==> config.mk <==
export PLATFORM = sky130hd
export DESIGN_NAME = panel_input_conditioner
export DESIGN_NICKNAME = d
export VERILOG_FILES = /design/src/rtl/panel_input_conditioner.sv
export SDC_FILE = /design/constraint.sdc
export NUM_CORES = 1
export LEC_CHECK = 0
export CAP_MARGIN = 20
export CORE_MARGIN = 2
export CORE_UTILIZATION = 64
export DETAILED_ROUTE_END_ITERATION = 10
export PLACE_DENSITY_LB_ADDON = 0.3
export SLEW_MARGIN = 20
export SYNTH_ARGS = -nofsm -noshare
export SYNTH_HDL_FRONTEND = slang
export SYNTH_SLANG_ARGS = --single-unit
==> constraint.sdc <==
create_clock -name clk -period 3.9 [get_ports clk]
set_input_delay 1.17 -clock clk [delete_from_list [all_inputs] [get_ports clk]]
set_output_delay 1.17 -clock clk [all_outputs]
set_load 0.02 [all_outputs]
==> src/rtl/panel_input_conditioner.sv <==
// Front-panel input conditioner: 2-flop sync, 1 ms tick, per-input debounce, press/release pulses.
// Define PANEL_AUTOREPEAT_EN to compile in the shared auto-repeat FSM for buttons in REPEAT_MASK.
module panel_input_conditioner #(
  parameter int unsigned CLK_HZ          = 25000000,
  parameter int unsigned DEBOUNCE_MS     = 10,
  parameter int unsigned REPEAT_DELAY_MS = 500,
  parameter int unsigned REPEAT_RATE_MS  = 100,
  parameter logic [6:0]  REPEAT_MASK     = 7'b0101000
) (
  input  logic       clk,
  input  logic       resetn,
  input  logic [6:0] btn_raw,
  input  logic [7:0] sense_raw,
  output logic [6:0] btn_level,
  output logic [6:0] btn_press,
  output logic [6:0] btn_release,
  output logic [7:0] sense_level,
  output logic       sense_changed,
  output logic       ms_tick
);

  localparam int unsigned TICKS = CLK_HZ / 1000;
  localparam int unsigned CW    = $clog2(TICKS + 1);
  localparam int unsigned N     = 15;
  // An out-of-range parameter set leaves the block inert instead of half-working.
  localparam bit CFG_OK = (TICKS >= 1) && (CLK_HZ % 1000 == 0) &&
                          (DEBOUNCE_MS >= 1) && (DEBOUNCE_MS <= 255) &&
                          (REPEAT_DELAY_MS >= 1) && (REPEAT_DELAY_MS <= 65535) &&
                          (REPEAT_RATE_MS >= 1) && (REPEAT_RATE_MS <= 65535) &&
                          (REPEAT_MASK != 7'h7f || REPEAT_MASK == 7'h7f);

  logic [N-1:0]  raw;
  logic [N-1:0]  meta_q, sync_q;
  logic [CW-1:0] pre_q, pre_d;
  logic          tick_q;
  logic [7:0]    dc_q [N];
  logic [7:0]    dc_d [N];
  logic [N-1:0]  lvl_q, lvl_d, lvl_prev_q;
  logic [6:0]    press_q, press_d, rel_q;
  logic          chg_q;
  logic [6:0]    rep;

  assign raw = {sense_raw, btn_raw};

  always_comb begin
    pre_d = (pre_q == CW'(TICKS - 1)) ? '0 : pre_q + CW'(1);
  end

  always_comb begin
    lvl_d = lvl_q;
    for (int i = 0; i < N; i++) begin
      dc_d[i] = dc_q[i];
      if (sync_q[i] == lvl_q[i]) begin
        dc_d[i] = '0;
      end else if (tick_q) begin
        if (dc_q[i] == 8'(DEBOUNCE_MS - 1)) begin
          lvl_d[i] = sync_q[i];
          dc_d[i]  = '0;
        end else begin
          dc_d[i] = dc_q[i] + 8'd1;
        end
      end
    end
  end

`ifdef PANEL_AUTOREPEAT_EN
  localparam logic [1:0] ST_IDLE   = 2'd0;
  localparam logic [1:0] ST_DELAY  = 2'd1;
  localparam logic [1:0] ST_REPEAT = 2'd2;

  logic [1:0]  st_q, st_d;
  logic [15:0] tmr_q, tmr_d;
  logic [6:0]  held, held_prev;

  assign held      = lvl_q[6:0] & REPEAT_MASK;
  assign held_prev = lvl_prev_q[6:0] & REPEAT_MASK;

  always_comb begin
    st_d  = st_q;
    tmr_d = tmr_q;
    rep   = '0;
    if (held == '0) begin
      st_d  = ST_IDLE;
      tmr_d = '0;
    end else if (held != held_prev) begin
      // Any change of the held set restarts the initial delay for all held buttons.
      st_d  = ST_DELAY;
      tmr_d = '0;
    end else begin
      case (st_q)
        ST_IDLE: begin
          st_d  = ST_DELAY;
          tmr_d = '0;
        end
        ST_DELAY: if (tick_q) begin
          if (tmr_q == 16'(REPEAT_DELAY_MS - 1)) begin
            rep   = held;
            tmr_d = '0;
            st_d  = ST_REPEAT;
          end else begin
            tmr_d = tmr_q + 16'd1;
          end
        end
        ST_REPEAT: if (tick_q) begin
          if (tmr_q == 16'(REPEAT_RATE_MS - 1)) begin
            rep   = held;
            tmr_d = '0;
          end else begin
            tmr_d = tmr_q + 16'd1;
          end
        end
        default: begin
          st_d  = ST_IDLE;
          tmr_d = '0;
        end
      endcase
    end
  end

  always_ff @(posedge clk or negedge resetn) begin
    if (!resetn) begin
      st_q  <= ST_IDLE;
      tmr_q <= '0;
    end else begin
      st_q  <= st_d;
      tmr_q <= tmr_d;
    end
  end
`else
  assign rep = '0;
`endif

  assign press_d = (lvl_q[6:0] & ~lvl_prev_q[6:0]) | rep;

  always_ff @(posedge clk or negedge resetn) begin
    if (!resetn) begin
      meta_q     <= '0;
      sync_q     <= '0;
      pre_q      <= '0;
      tick_q     <= 1'b0;
      lvl_q      <= '0;
      lvl_prev_q <= '0;
      press_q    <= '0;
      rel_q      <= '0;
      chg_q      <= 1'b0;
      for (int i = 0; i < N; i++) dc_q[i] <= '0;
    end else begin
      meta_q     <= raw;
      sync_q     <= meta_q;
      pre_q      <= pre_d;
      tick_q     <= CFG_OK && (pre_d == CW'(TICKS - 1));
      lvl_q      <= lvl_d;
      lvl_prev_q <= lvl_q;
      press_q    <= press_d;
      rel_q      <= ~lvl_q[6:0] & lvl_prev_q[6:0];
      chg_q      <= |(lvl_q[14:7] ^ lvl_prev_q[14:7]);
      for (int i = 0; i < N; i++) dc_q[i] <= dc_d[i];
    end
  end

  assign btn_level     = lvl_q[6:0];
  assign sense_level   = lvl_q[14:7];
  assign btn_press     = press_q;
  assign btn_release   = rel_q;
  assign sense_changed = chg_q;
  assign ms_tick       = tick_q;

endmodule

# Yosys cells after proc, flatten, opt, wreduce, memory -nomap -nowiden
# Cells that the tools add are included.
# Widths: inputs -> output; s select.
# totals
latchBits	0
romBits	0
wordCells	183
memories	0
output_inout_bits	31
regBits	211
inputBits	17
ramBits	0
# op_classes
n_bitwise	20
reduce_logical	31
eq_ne	32
n_shift	0
mul	0
n_div	0
mux	46
magnitude_cmp	0
addsub	16
# ops
op	count
$mux 8	45
$add 8x1->8 const B	15
$eq 8x4->1 const B	15
$reduce_and 3->1	15
$eq 15x15->1 const B	2
$reduce_bool 2->1	15
$add 15x1->15 const B	1
$eq 1x1->1	15
$mux 15	1
$not 1->1	15
$and 7x7->7	2
$not 7->7	2
$reduce_or 8->1	1
$xor 8x8->8	1

# Longest topological paths before layout
# Gate-level depths: netlist of run 1.
# logic_depth
ltp_word	4
ltp_mapped	8
depth_no_buf	7

# Least setup slack after synthesis of run 1
# Ideal clock, no wire load.
# synth_timing
path_kind	register to register
start	register pre_q[0]
end	register tick_q, in the netlist ms_tick
setup_slack_ns	1.886
stages_incl_launch_ff	7
required_ns	3.804
setup_time_ns	0.096
n_path_buf	0
arrival_ns	1.918
period_less_slack_ns	2.014
path_cell_list	dfrtp_1 > ha_1 > xnor2_1 > nand4bb_1 > or4_1 > or4_1 > nor4_2
# synth_between
elab_chain_len	3
word_cells_on_any_way	4
cone_classes	1 x add/sub; 2 x eq/ne; 1 x mux
# synth_rtl
element	line_no	source
from (decl)	34	logic [CW-1:0] pre_q, pre_d;
from (signal assigned)	150	pre_q <= pre_d;
$add 15x1->15 / $eq 15x15->1 (equally long branches)	46	pre_d = (pre_q == CW'(TICKS - 1)) ? '0 : pre_q + CW'(1);
$mux 15 *	46	
$eq 15x15->1 *	151	tick_q <= CFG_OK && (pre_d == CW'(TICKS - 1));
to (signal assigned)	151	
to (decl)	35	logic tick_q;
# Mark *: on every way between the ends. The rest lies on a longest branch, timed or not.
# A chain may end at the register's enable or synchronous reset.

# Final worst setup path of run 1
# layout_timing
start	register tick_q, in the netlist ms_tick
end	output ms_tick
# layout_lines
element	line_no	source
to (decl)	19	output logic ms_tick
# No word-level cell between the ends.

==> results of run 1 <==
[synth_stat cells (2+ instances only)]
library cell                instances
sky130_fd_sc_hd__nor3b_1            2
sky130_fd_sc_hd__nand2_1           87
sky130_fd_sc_hd__o211ai_1          12
sky130_fd_sc_hd__o41ai_1           10
sky130_fd_sc_hd__xnor2_1           32
sky130_fd_sc_hd__dfrtp_1          211
sky130_fd_sc_hd__nor4_1             3
sky130_fd_sc_hd__or3_1             12
sky130_fd_sc_hd__and3_1            40
sky130_fd_sc_hd__mux2_2            15
sky130_fd_sc_hd__nor2_1            87
sky130_fd_sc_hd__o21ai_0          117
sky130_fd_sc_hd__nand4_1            9
sky130_fd_sc_hd__nor2b_1           29
sky130_fd_sc_hd__nand2b_1          19
sky130_fd_sc_hd__xor2_1            56
sky130_fd_sc_hd__nor4b_1            3
sky130_fd_sc_hd__or4_1              2
sky130_fd_sc_hd__nor3_1            15
sky130_fd_sc_hd__nand4bb_1         13
sky130_fd_sc_hd__o21ai_1            7
sky130_fd_sc_hd__inv_1             15
sky130_fd_sc_hd__o31ai_1           17
sky130_fd_sc_hd__nand3_1           44
sky130_fd_sc_hd__and2_1             2
sky130_fd_sc_hd__nor4bb_1           2
sky130_fd_sc_hd__or3b_2             3
sky130_fd_sc_hd__ha_1              32
sky130_fd_sc_hd__clkbuf_1          12
sky130_fd_sc_hd__a311o_1            3
[final cells by class]
type	count	area share, %
clock buffers	31	5.90
clock inverters	11	0.811
repair buffers	51	4.76
multi-input cells	679	38.4
well taps	184	2.07
inverters	16	0.540
flip-flops and latches	211	47.5
[metrics by stage]
stage               util (%)  instance area, µm²  setup slack [ns]  cells
CTS                     75.9               11100             0.895   1183
global route            75.9               11100             0.861   1183
global placement        70.8               10400              1.44   1141
finish                  75.9               11100             0.909   1183
detailed placement      70.8               10400              1.44   1141
floorplan                  -                9650              1.89    918
[metal layers]
layer | part of all wire, % | global-route usage (%) | wire length, µm | vias up
met5 | 0 | 0 | 0 | -
met1 | 45 | 32.7 | 8080 | 3414
met3 | 4.5 | 4.39 | 811 | 47
met4 | 3.1 | 7.30 | 553 | 0
met2 | 47 | 37.6 | 8530 | 148
li1 | - | - | - | 3357
[final timing paths]
path,slack (ns),start,cells after the start,to
max,0.91,ms_tick,1,ms_tick
min,0.35,meta_q[10],0,sync_q[10]
max reg2reg,1.68,pre_q[0],6,ms_tick
min reg2reg,0.35,meta_q[10],0,sync_q[10]
max in group asynchronous,2.42,resetn,2,dc_q[60]
min in group asynchronous,0.69,resetn,1,dc_q[90]
[power by group]
| group | switching (W) | internal (W) |
|---|---|---|
| sequential | 0.0000111 | 0.00221 |
| clock | 0.000846 | 0.00125 |
| combinational | 0.0000654 | 0.0000279 |
[sequential cells by signal, indices dropped and copies added (netlist names)]
signal	flops
lvl_q	15
sense_changed	1
meta_q	15
btn_release	7
lvl_prev_q	15
dc_q	120
btn_press	7
ms_tick	1
sync_q	15
pre_q	15
[cells by family after synthesis]
| logic type | share of synthesized area (%) |
|---|---|
| AOI/OAI and AO/OA | 10.1 |
| xor gates and xnor gates | 7.99 |
| adders and majority gates | 4.15 |
| buffers and inverters | 1.09 |
| DFF | 54.7 |
| muxes | 1.75 |
| and+or+nand+nor | 20.2 |
==> results.md, run 1 <==
Status:
- The run finished with clean final reports.

Setup path:
- The largest single stage delay on the critical path is 0.69 ns.
- STA classifies the critical path startpoint as a register.
- The worst path buffer plus inverter count is 1.
- The arrival time of the worst setup path is 1.82 ns.
- The critical path is of the register to primary output type.
- The worst setup path is captured at a primary output.
- The signal on the critical path passes through clkdlybuf4s50_1.
- Along the worst path, the maximum fanout reaches 21.
- The cell with the biggest individual delay on the critical path is sky130_fd_sc_hd__clkdlybuf4s50_1.
- The kind of cell adding the most delay to the critical path is buffers and inverters.
- Data on the critical path is required at its endpoint by 2.73 ns.

Die:
- The die covers 16100 µm².
- The floorplan has 44 rows.
- The die boundary width is 127 µm.
- The top-level I/O count is 48.
- The height of the die is 127 µm.
- The area inside the core boundary is 14600 µm².
- For this configuration, the core starts out at a cell density of 65.9%.

Logic synthesis:
- The share of the yosys chip area belonging to registers is 54.7%.
- The post-synthesis async set-or-reset flop share is 100%.
- The number of cells produced by synthesis is 918.
- The number of nets produced by synthesis is 967.
- Synthesis instantiated 37 different standard cells from the library.
- The synthesized area per cell is 10.5 µm².
- For this run, the leading register cell type out of synthesis is sky130_fd_sc_hd__dfrtp_1.
- The netlist area before placement is 9650 µm².
- The synthesized design spends more area on one cell type than any other, namely sky130_fd_sc_hd__dfrtp_1.
- The count of yosys warnings during synthesis is 0.
- The synthesized design contains 211 register bits.
- The count of flip-flops with a built-in enable after synthesis is 0.
- By area the synthesized netlist is led by sky130_fd_sc_hd__dfrtp_1 (55%), sky130_fd_sc_hd__o21ai_0 (6.1%), sky130_fd_sc_hd__xor2_1 (5.1%), sky130_fd_sc_hd__ha_1 (4.1%), sky130_fd_sc_hd__nand2_1 (3.4%).
- Summed over its instances, the top area cell type makes up 54.7% of the synthesized netlist area.

Detailed routing:
- The number of detailed-route iterations in the first pass is 5.
- The via-per-instance ratio is 5.89.
- The via count is 6966.
- The count of routing violations after the opening detailed-route iteration is 481.
- The remaining antenna violation count after routing is 0.
- The aggregate routed wire length is 18000 µm.
- The per-cell routed wire length is 15.2 µm.
- The residual DRC count is 0.

Job:
- Max-cap violations in this run came to 0.

Finish:
- The count of nets after finishing is 1031.
- The number of fill cells is 972.
- The leading cell type in the layout, fill and taps excluded is sky130_fd_sc_hd__dfrtp_1.
- The post-route netlist has 6.81% of its cells at a drive strength greater than 1.
- The top cell types in the final layout, fill and taps aside, are sky130_fd_sc_hd__dfrtp_1 (210), sky130_fd_sc_hd__o21ai_0 (117), sky130_fd_sc_hd__nor2_1 (87), sky130_fd_sc_hd__nand2_1 (87), sky130_fd_sc_hd__xor2_1 (56).
- The signed area change from the synthesized netlist to the final layout is 15.1%.
- The multi-input combinational cells in the finished layout cover a total of 4270 µm².
- The antenna diode count is 0.
- The area used by sequential logic in the layout is 5280 µm².

Place:
- The estimated wirelength of the detail-placed design is 11800 µm.
- Port buffering added 47 buffers.
- Routability-driven placement finished with a final weighted congestion of 0.839.

Clock network:
- The clock sink total is 211.
- Clock tree synthesis selected as its root buffer the cell sky130_fd_sc_hd__clkbuf_16.
- The post-CTS repair timing setup buffer count is 0.
- The number of buffers created by CTS is 23.
- In this run, post-CTS hold repair placed 0 buffers.
- CTS built an H-tree with a depth of 1.
- The later pin in the worst-skew pair is clocked with a latency of 0.51 ns.
- After clock tree synthesis, the clock-pin slew on the worst setup and hold paths is 0.06 ns.
- No sink is reached through more buffers than the 3 on the longest clock path.
- TritonCTS built the clock tree.
- Once the clock tree was built, the resizer swapped 0 gates to a different size.

STA:
- Setup violations remaining at the end of the flow were counted as 0.
- The total count of max-transition violations in the final report came to 0.
- The actual transition at the worst max-transition pin is 0.803 ns.
- The period utilization is 76.7%.
- The final-report hold violation count is 0.
- The worst pin sits at a relative slew slack of 46.2%.
- The worst path needs 2.99 ns of the cycle, external delays included.
- The maximum achievable frequency is 334 MHz.
- Between clock sinks in the finished design, the worst skew comes to 0.0160 ns.
- Summed over all failing endpoints, the final setup total negative slack is 0 ns.
- The final hold slack is 0.347 ns.
- Setup repair after global routing left no endpoint under its margin.

Hold path:
- The path class of the tightest hold or removal check is register to register.

Power:
- Across the VDD grid, the largest voltage drop is 0.410 mV.
- Summed over all cells, the static leakage comes to 5.08 nW.
- The power density of the placed cells is 396 nW/µm².
- Overall power consumption after layout is estimated at 0.00440 W.

Global route:
- After global routing the overflow that remains totals 0.
- The first-pass GRT wire length is 31500 µm.
- The number of antenna violations at the first check in global routing is 0.
- Entering global routing, the biggest net connects 78 pins.
- The total routing usage reported by global routing is 23.3%.
- The via count of the first global-routing pass is 6765.
Note: power is estimated with default switching activity, not from simulation.
==> run 2, diff against run 1 <==
Settings changed: CORE_UTILIZATION 64 to 60.
Clock period 3.9 ns to 3.11 ns, I/O delays scaled along.
==> run 2 against run 1 <==
  * Sequential share of layout area shrank 0.27 points
  * Clock power grew 28%
  * Register-to-register slack worse by 0.77 ns
  * Non-clock buffer count grew 1
  * Die area increased by 6.5%
  * Largest power group unchanged
==> results.md, run 2 (same netlist as run 1, synthesis figures left out) <==
Clock network:
- The clock sink total is 211 (unchanged).
- The maximum count of clock buffers along a single path is 3 (unchanged).
- The post-CTS repair timing setup buffer count is 0 (unchanged).
- The number of H-tree levels is 1 (unchanged).
- The clock transition time at the flip-flop clock pins of the worst setup and hold paths is 0.06 ns (about the same).
- Clock tree synthesis selected as its root buffer the cell sky130_fd_sc_hd__clkbuf_16.
- The number of buffers created by CTS is 22 (-4.3%).
- TritonCTS built the clock tree.
- The post-cts resize count is 0 (unchanged).
- The clock latency reported for the late side of the worst-skew pair came to 0.50 ns (about the same).
- The cts-stage hold buffer count came to 0 (unchanged).

Power:
- The switching power was 0.00113 W (+22%).
- The internal power contribution is 0.00444 W (+28%).
- The fraction of power spent switching nets came to 20.2% (-0.72 points).
- The clock network fraction of total power came to 48.0% (+0.5 points).
- The relative contribution of sequential cells to total power is 49.9% (-0.4 points).
- The leakage power summed over all cells is 5.08 nW (about the same).
- The combinational cell fraction of total power is 2.1% (about the same).
- The peak supply drop was 0.432 mV (+5.4%).
- The power density of the placed cells is 498 nW/µm² (+26%).

Die:
- The area enclosed by the die boundary was 17100 µm² (+6.5%).
- The top-level I/O count is 48 (unchanged).
- The height of the die is 131 µm (+3.2%).
- The total number of placement rows came to 46 (+4.5%).
- The die boundary width is 131 µm (+3.2%).
- The area inside the core boundary is 15800 µm² (+8.1%).
- The initial cell density of the core is 61.0% (-4.9 points).

STA:
- The relative slew slack is 49.3% (+3.0 points).
- The period utilization is 82.3%.
- Static timing analysis puts the maximum clock frequency at 391 MHz.
- The final count of negative-setup-slack endpoints is 0 (unchanged).
- Setup repair after global routing left no endpoint under its margin.
- The aggregate negative setup slack came to 0 ns (unchanged).
- The total count of max-transition violations in the final report is 0 (unchanged).
- The actual transition at the worst max-transition pin was 0.758 ns (-0.0451 ns).
- The final-report hold violation count is 0 (unchanged).
- The worst clock skew was 0.00647 ns (-0.00953 ns).
- The worst path in the final design needs a cycle of 2.56 ns, including I/O delays and setup.

Finish:
- The antenna diode count is 0 (unchanged).
- The number of fill cells is 1151 (+18%).
- Compared with the post-synthesis result, the final layout area differs by 15.8%.
- Ranked by flip-flop count, first place goes to dc_q.
- The post-layout utilization of the core is 70.6% (-5.3 points).
- The leading cell type in the layout, fill and taps excluded is sky130_fd_sc_hd__dfrtp_1.
- The count of nets after finishing is 1031 (unchanged).
- The fraction of layout cells with a size suffix above 1 is 6.31% (-0.49 points).
- The number of flip-flops in the largest register came to 120 (unchanged).
- The library cells used most frequently in the layout, excluding fill and tap cells, are sky130_fd_sc_hd__dfrtp_1 (210), sky130_fd_sc_hd__o21ai_0 (117), sky130_fd_sc_hd__nor2_1 (87), sky130_fd_sc_hd__nand2_1 (87), sky130_fd_sc_hd__xor2_1 (56).

Detailed routing:
- The residual DRC count is 0 (unchanged).
- The remaining antenna violation count after routing is 0 (unchanged).
- The number of detailed-route iterations in the first pass is 5 (unchanged).
- The via count is 6893 (-1.0%).
- The via-per-instance ratio came to 5.68 (-3.6%).
- The aggregate routed wire length was 18100 µm (+0.78%).
- The per-cell routed wire length is 14.9 µm (-1.8%).
- The count of routing violations after the opening detailed-route iteration was 372 (-23%).

Place:
- The number of I/O port buffers is 47 (unchanged).
- The final weighted congestion of routability-driven global placement is 0.809 (-3.6%).
- The estimated wirelength of the detail-placed design was 11900 µm (+1.2%).

Setup path:
- The worst setup path is of the register to primary output kind.
- The maximum fanout encountered on the critical timing path came to 6 (-71%).
- The arrival time of the worst setup path is 1.63 ns (-0.19 ns).
- STA classifies the critical path startpoint as a register.
- The cell with the biggest individual delay on the critical path is sky130_fd_sc_hd__clkdlybuf4s50_1.
- Broken down by cell family, the worst path's largest delay share belongs to buffers and inverters.
- The signal on the critical path passes through clkdlybuf4s50_1.
- The required arrival time at the worst endpoint is 2.18 ns (-0.55 ns).
- The slack of the worst reg-to-reg path was 0.91 ns (-0.77 ns).
- The worst register-to-register path ends at ms_tick.
- The critical path capture point type is a primary output.
- The delay of the slowest cell on the worst path came to 0.65 ns (-0.04 ns).
- The worst path buffer plus inverter count came to 1 (unchanged).
- The number of cells traversed by the worst register-to-register path is 6 (unchanged).
- The launching point of the worst reg2reg path is pre_q[0].

Hold path:
- The tightest min-delay check is of the register to register type.
- The path with the worst hold slack has its endpoint at sync_q[7].
- The launch instance of the worst min-delay path is meta_q[7].
- The depth of the worst hold-timing path is 0 (unchanged).

Global route:
- The total routing usage reported by global routing was 21.9% (-1.4 points).
- The residual overflow from global routing came to 0 (unchanged).
- The via count of the first global-routing pass was 6535 (-3.4%).
- The first-pass GRT wire length is 30500 µm (-3.0%).
- The pin count of the biggest net entering global routing is 73 (-6.4%).
- The number of antenna violations at the first check in global routing was 0 (unchanged).

Job:
- The max capacitance violation total is 0 (unchanged).

Status:
- The flow ran to the end, and the final reports show no timing, DRC or antenna violations.
[run 2: per-layer routing]
metal  GRT usage (%)  part of all wire [%]  wire length, µm
met4            6.07                   2.3              424
met3            4.15                   4.5              815
met5               0                     0                0
met2            37.1                    48             8700
met1            29.3                    45             8190
[run 2: final cells by class]
| cell class | count | area [µm²] | area share [%] |
|---|---|---|---|
| inverter | 16 | 60.1 | 0.537 |
| timing repair buffer | 52 | 551 | 4.93 |
| tap | 216 | 270 | 2.42 |
| clock buffer | 35 | 671 | 6.00 |
| multi-input combinational | 679 | 4270 | 38.2 |
| sequential | 211 | 5280 | 47.3 |
| clock inverter | 5 | 77.6 | 0.694 |
[run 2: through the flow]
step / power, W / instance area [µm²] / hold slack [ns] / worst slack [ns] / cells
CTS: 0.00563 / 11200 / 0.348 / 0.522 / 1214
finish: 0.00557 / 11200 / 0.346 / 0.551 / 1214
floorplan: 0.00285 / 9650 / 0.331 / 1.10 / 918
global placement: 0.00295 / 10400 / 0.332 / 1.01 / 1174
global route: 0.00577 / 11200 / 0.348 / 0.459 / 1214
detailed placement: 0.00295 / 10400 / 0.335 / 0.917 / 1174
[run 2: power by group through the flow]
stage | sequential (W) | combinational (W) | clock, W
CTS | 0.00278 | 0.000125 | 0.00273
global placement | 0.00283 | 0.000124 | 0
detailed placement | 0.00283 | 0.000124 | 0
finish | 0.00278 | 0.000120 | 0.00267
global route | 0.00278 | 0.000137 | 0.00286
floorplan | 0.00283 | 0.0000289 | 0
[run 2: how the worst max path moves through the flow]
stage          startpoint        endpoint  depth (start not counted)
2_1_floorplan    pre_q[0]         ms_tick                          6
3_3_place_gp     pre_q[0]         ms_tick                          6
3_5_place_dp     pre_q[0]         ms_tick                          6
4_1_cts         lvl_q[11]  sense_level[4]                          1
5_1_grt         lvl_q[11]  sense_level[4]                          1
6_report        lvl_q[11]  sense_level[4]                          1
==> run 3, diff against run 2 <==
Settings changed: CORE_UTILIZATION 60 to 54.
Clock period 3.11 ns to 2.1 ns, I/O delays scaled along.
==> run 3 against run 2 <==
  * Sequential cell count is the same
  * Utilization is 5.5 points lower
  * Register-to-register slack lost 0.81 ns
  * Highest routed layer unchanged
  * Critical path depth unchanged
  * Design area is 1.1% higher
  * Non-clock buffer count up 23
  * Combinational power grew 55%
  * Hold slack worse by 0.31 ns
  * Largest cell class unchanged
  * Cell count increased by 2.5%
  * Power grew 44%
  * Global-route usage down 1.9 points
  * Die area up 11%
==> results.md, run 3 (same netlist as run 1, synthesis figures left out) <==
Status:
- The run finished with clean final reports.

Power:
- The final total power is 0.00801 W (+44%).
- The power density of the placed cells came to 709 nW/µm² (+42%).
- The peak supply drop was 0.629 mV (+46%).
- The leakage power summed over all cells is 5.29 nW (+4.1%).

Finish:
- In the layout the commonest cells are sky130_fd_sc_hd__dfrtp_1 (210), sky130_fd_sc_hd__o21ai_0 (117), sky130_fd_sc_hd__nor2_1 (87), sky130_fd_sc_hd__nand2_1 (87), sky130_fd_sc_hd__xor2_1 (56).
- The number of flip-flops in the largest register is 120 (unchanged).
- The post-layout utilization of the core is 65.1% (-5.5 points).
- The count of non-filler cells in the finished layout is 1244 (+2.5%).
- The number of fill cells is 1337 (+16%).
- The fraction of layout cells with a size suffix above 1 is 8.64% (+2.3 points).
- The leading cell type in the layout, fill and taps excluded is sky130_fd_sc_hd__dfrtp_1.
- The antenna diode count is 0 (unchanged).
- The signed area change from the synthesized netlist to the final layout is 17.1%.
- The largest register by flop count is dc_q.
- The count of nets after finishing was 1055 (+2.3%).

STA:
- The actual transition at the worst max-transition pin is 0.487 ns (-0.271 ns).
- The least setup slack across all paths after layout came to 0.0388 ns (-0.512 ns).
- The final count of negative-setup-slack endpoints came to 0 (unchanged).
- The worst clock skew was 0.00786 ns (+0.00139 ns).
- The aggregate negative setup slack came to 0 ns (unchanged).
- The total count of max-transition violations in the final report is 0 (unchanged).
- Setup repair after global routing left no endpoint under its margin.
- The relative slew slack came to 67.4% (+18 points).
- The maximum achievable frequency is 485 MHz.
- The final-report hold violation count was 0 (unchanged).
- The post-route minimum period is 2.06 ns.
- Dividing the final minimum period by the clock period gives 98.2%.

Clock network:
- The clock sink total is 211 (unchanged).
- The clock transition time at the flip-flop clock pins of the worst setup and hold paths was 0.06 ns (about the same).
- The number of buffers created by CTS is 23 (+4.5%).
- The number of H-tree levels is 1 (unchanged).
- The library cell used as clock root buffer is sky130_fd_sc_hd__clkbuf_16.
- The clock latency reported for the late side of the worst-skew pair is 0.50 ns (about the same).
- The maximum count of clock buffers along a single path is 3 (unchanged).
- TritonCTS built the clock tree.

Global route:
- The via count of the first global-routing pass was 6799 (+4.0%).
- The total routing usage reported by global routing is 20.0% (-1.9 points).
- The number of antenna violations at the first check in global routing is 0 (unchanged).
- The first-pass GRT wire length is 31400 µm (+3.0%).
- The residual overflow from global routing is 0 (unchanged).
- The pin count of the biggest net entering global routing came to 51 (-30%).

Detailed routing:
- The via count is 6956 (+0.91%).
- The number of detailed-route iterations in the first pass was 4 (-1).
- The per-cell routed wire length came to 14.7 µm (-1.4%).
- The via-per-instance ratio is 5.59 (-1.5%).
- The aggregate routed wire length is 18300 µm (+1.0%).
- The residual DRC count is 0 (unchanged).
- The count of routing violations after the opening detailed-route iteration is 403 (+8.3%).
- The remaining antenna violation count after routing is 0 (unchanged).

Job:
- The max capacitance violation total is 0 (unchanged).

Die:
- The area enclosed by the die boundary is 19000 µm² (+11%).
- The height of the die was 138 µm (+5.2%).
- The top-level I/O count was 48 (unchanged).
- The initial cell density of the core is 55.6% (-5.4 points).
- The die boundary width is 138 µm (+5.2%).
- The total number of placement rows was 48 (+4.3%).
- The area inside the core boundary is 17400 µm² (+9.7%).

Setup path:
- The most critical setup path has its endpoint at btn_release[0].
- The maximum fanout encountered on the critical timing path is 1 (-5).
- The arrival time of the worst setup path is 1.43 ns (-0.20 ns).
- The slack of the worst reg-to-reg path was 0.10 ns (-0.81 ns).
- The launching instance or port of the critical path is btn_release[0].
- The delay of the slowest cell on the worst path is 0.61 ns (-0.04 ns).
- In this design, the largest share of critical-path delay is due to buffers and inverters.
- STA classifies the critical path endpoint as a primary output.
- The critical path is of the register to primary output type.
- The worst path buffer plus inverter count was 1 (unchanged).
- The number of cells traversed by the worst register-to-register path is 6 (unchanged).
- The critical path goes through clkdlybuf4s50_1.
- On the critical path, the stage with the largest delay is an instance of sky130_fd_sc_hd__clkdlybuf4s50_1.
- The total number of cells along the worst setup path came to 1 (unchanged).
- The launching point of the worst reg2reg path is pre_q[1].
- The required arrival time at the worst endpoint is 1.47 ns (-0.71 ns).
- The nature of the critical path startpoint is a register.
- The capturing point of the worst reg2reg path is ms_tick.

Place:
- The estimated wirelength of the detail-placed design is 11900 µm (about the same).
- The number of I/O port buffers is 47 (unchanged).
- The number of placed cells counting well taps came to 1205 (+2.6%).
- The worst setup slack after placement came to 0.00392 ns (-0.913 ns).
- The final weighted congestion of routability-driven global placement is 0.829 (+2.4%).

Hold path:
- The class of the tightest hold or removal check is input port to asynchronous set/reset pin.
## run 3: cell type report
type / instances / area [µm²] / area share (%)
flip-flops and latches: 211 / 5280 / 46.7
inverters: 16 / 60.1 / 0.531
clock inverters: 6 / 55.1 / 0.487
clock buffers: 32 / 619 / 5.48
well taps: 225 / 282 / 2.49
repair buffers: 75 / 724 / 6.41
multi-input cells: 679 / 4280 / 37.9
## run 3: how the worst min path moves through the flow
stage	end	from	slack [ns]
floorplan	btn_press[0]	resetn	0.33
global placement	sync_q[7]	meta_q[7]	0.33
detailed placement	sync_q[7]	meta_q[7]	0.33
CTS	dc_q[26]	resetn	0.04
global route	dc_q[27]	resetn	0.05
finish	dc_q[26]	resetn	0.03
## run 3: what timing repair did
| item | in CTS | in global routing |
|---|---|---|
| resized for setup | 17 | 6 |
| pin swaps | 1 | 1 |
| setup endpoints to repair | 16 | 9 |
| setup buffers | 0 | 1 |
| hold buffers | 0 | 0 |
## run 3: metal layers
metal | vias up | part of all wire (%) | global-route usage, %
met3 | 36 | 3.8 | 3.42
li1 | 3399 | - | -
met2 | 139 | 47 | 32.7
met1 | 3382 | 47 | 27.6
met5 | - | 0 | 0
met4 | 0 | 2.5 | 6.13
## run 3: report_power, final
part / switching, W / internal, W / total (W)
clock: 0.00154 / 0.00216 / 0.00371
combinational: 0.000125 / 0.0000611 / 0.000186
sequential: 0.0000206 / 0.00410 / 0.00412
## run 3: per-stage QoR
| step | cell area (µm²) | hold WS (ns) |
|---|---|---|
| floorplan | 9650 | 0.331 |
| global placement | 10600 | 0.333 |
| detailed placement | 10600 | 0.335 |
| CTS | 11300 | 0.0398 |
| global route | 11300 | 0.0546 |
| finish | 11300 | 0.0325 |
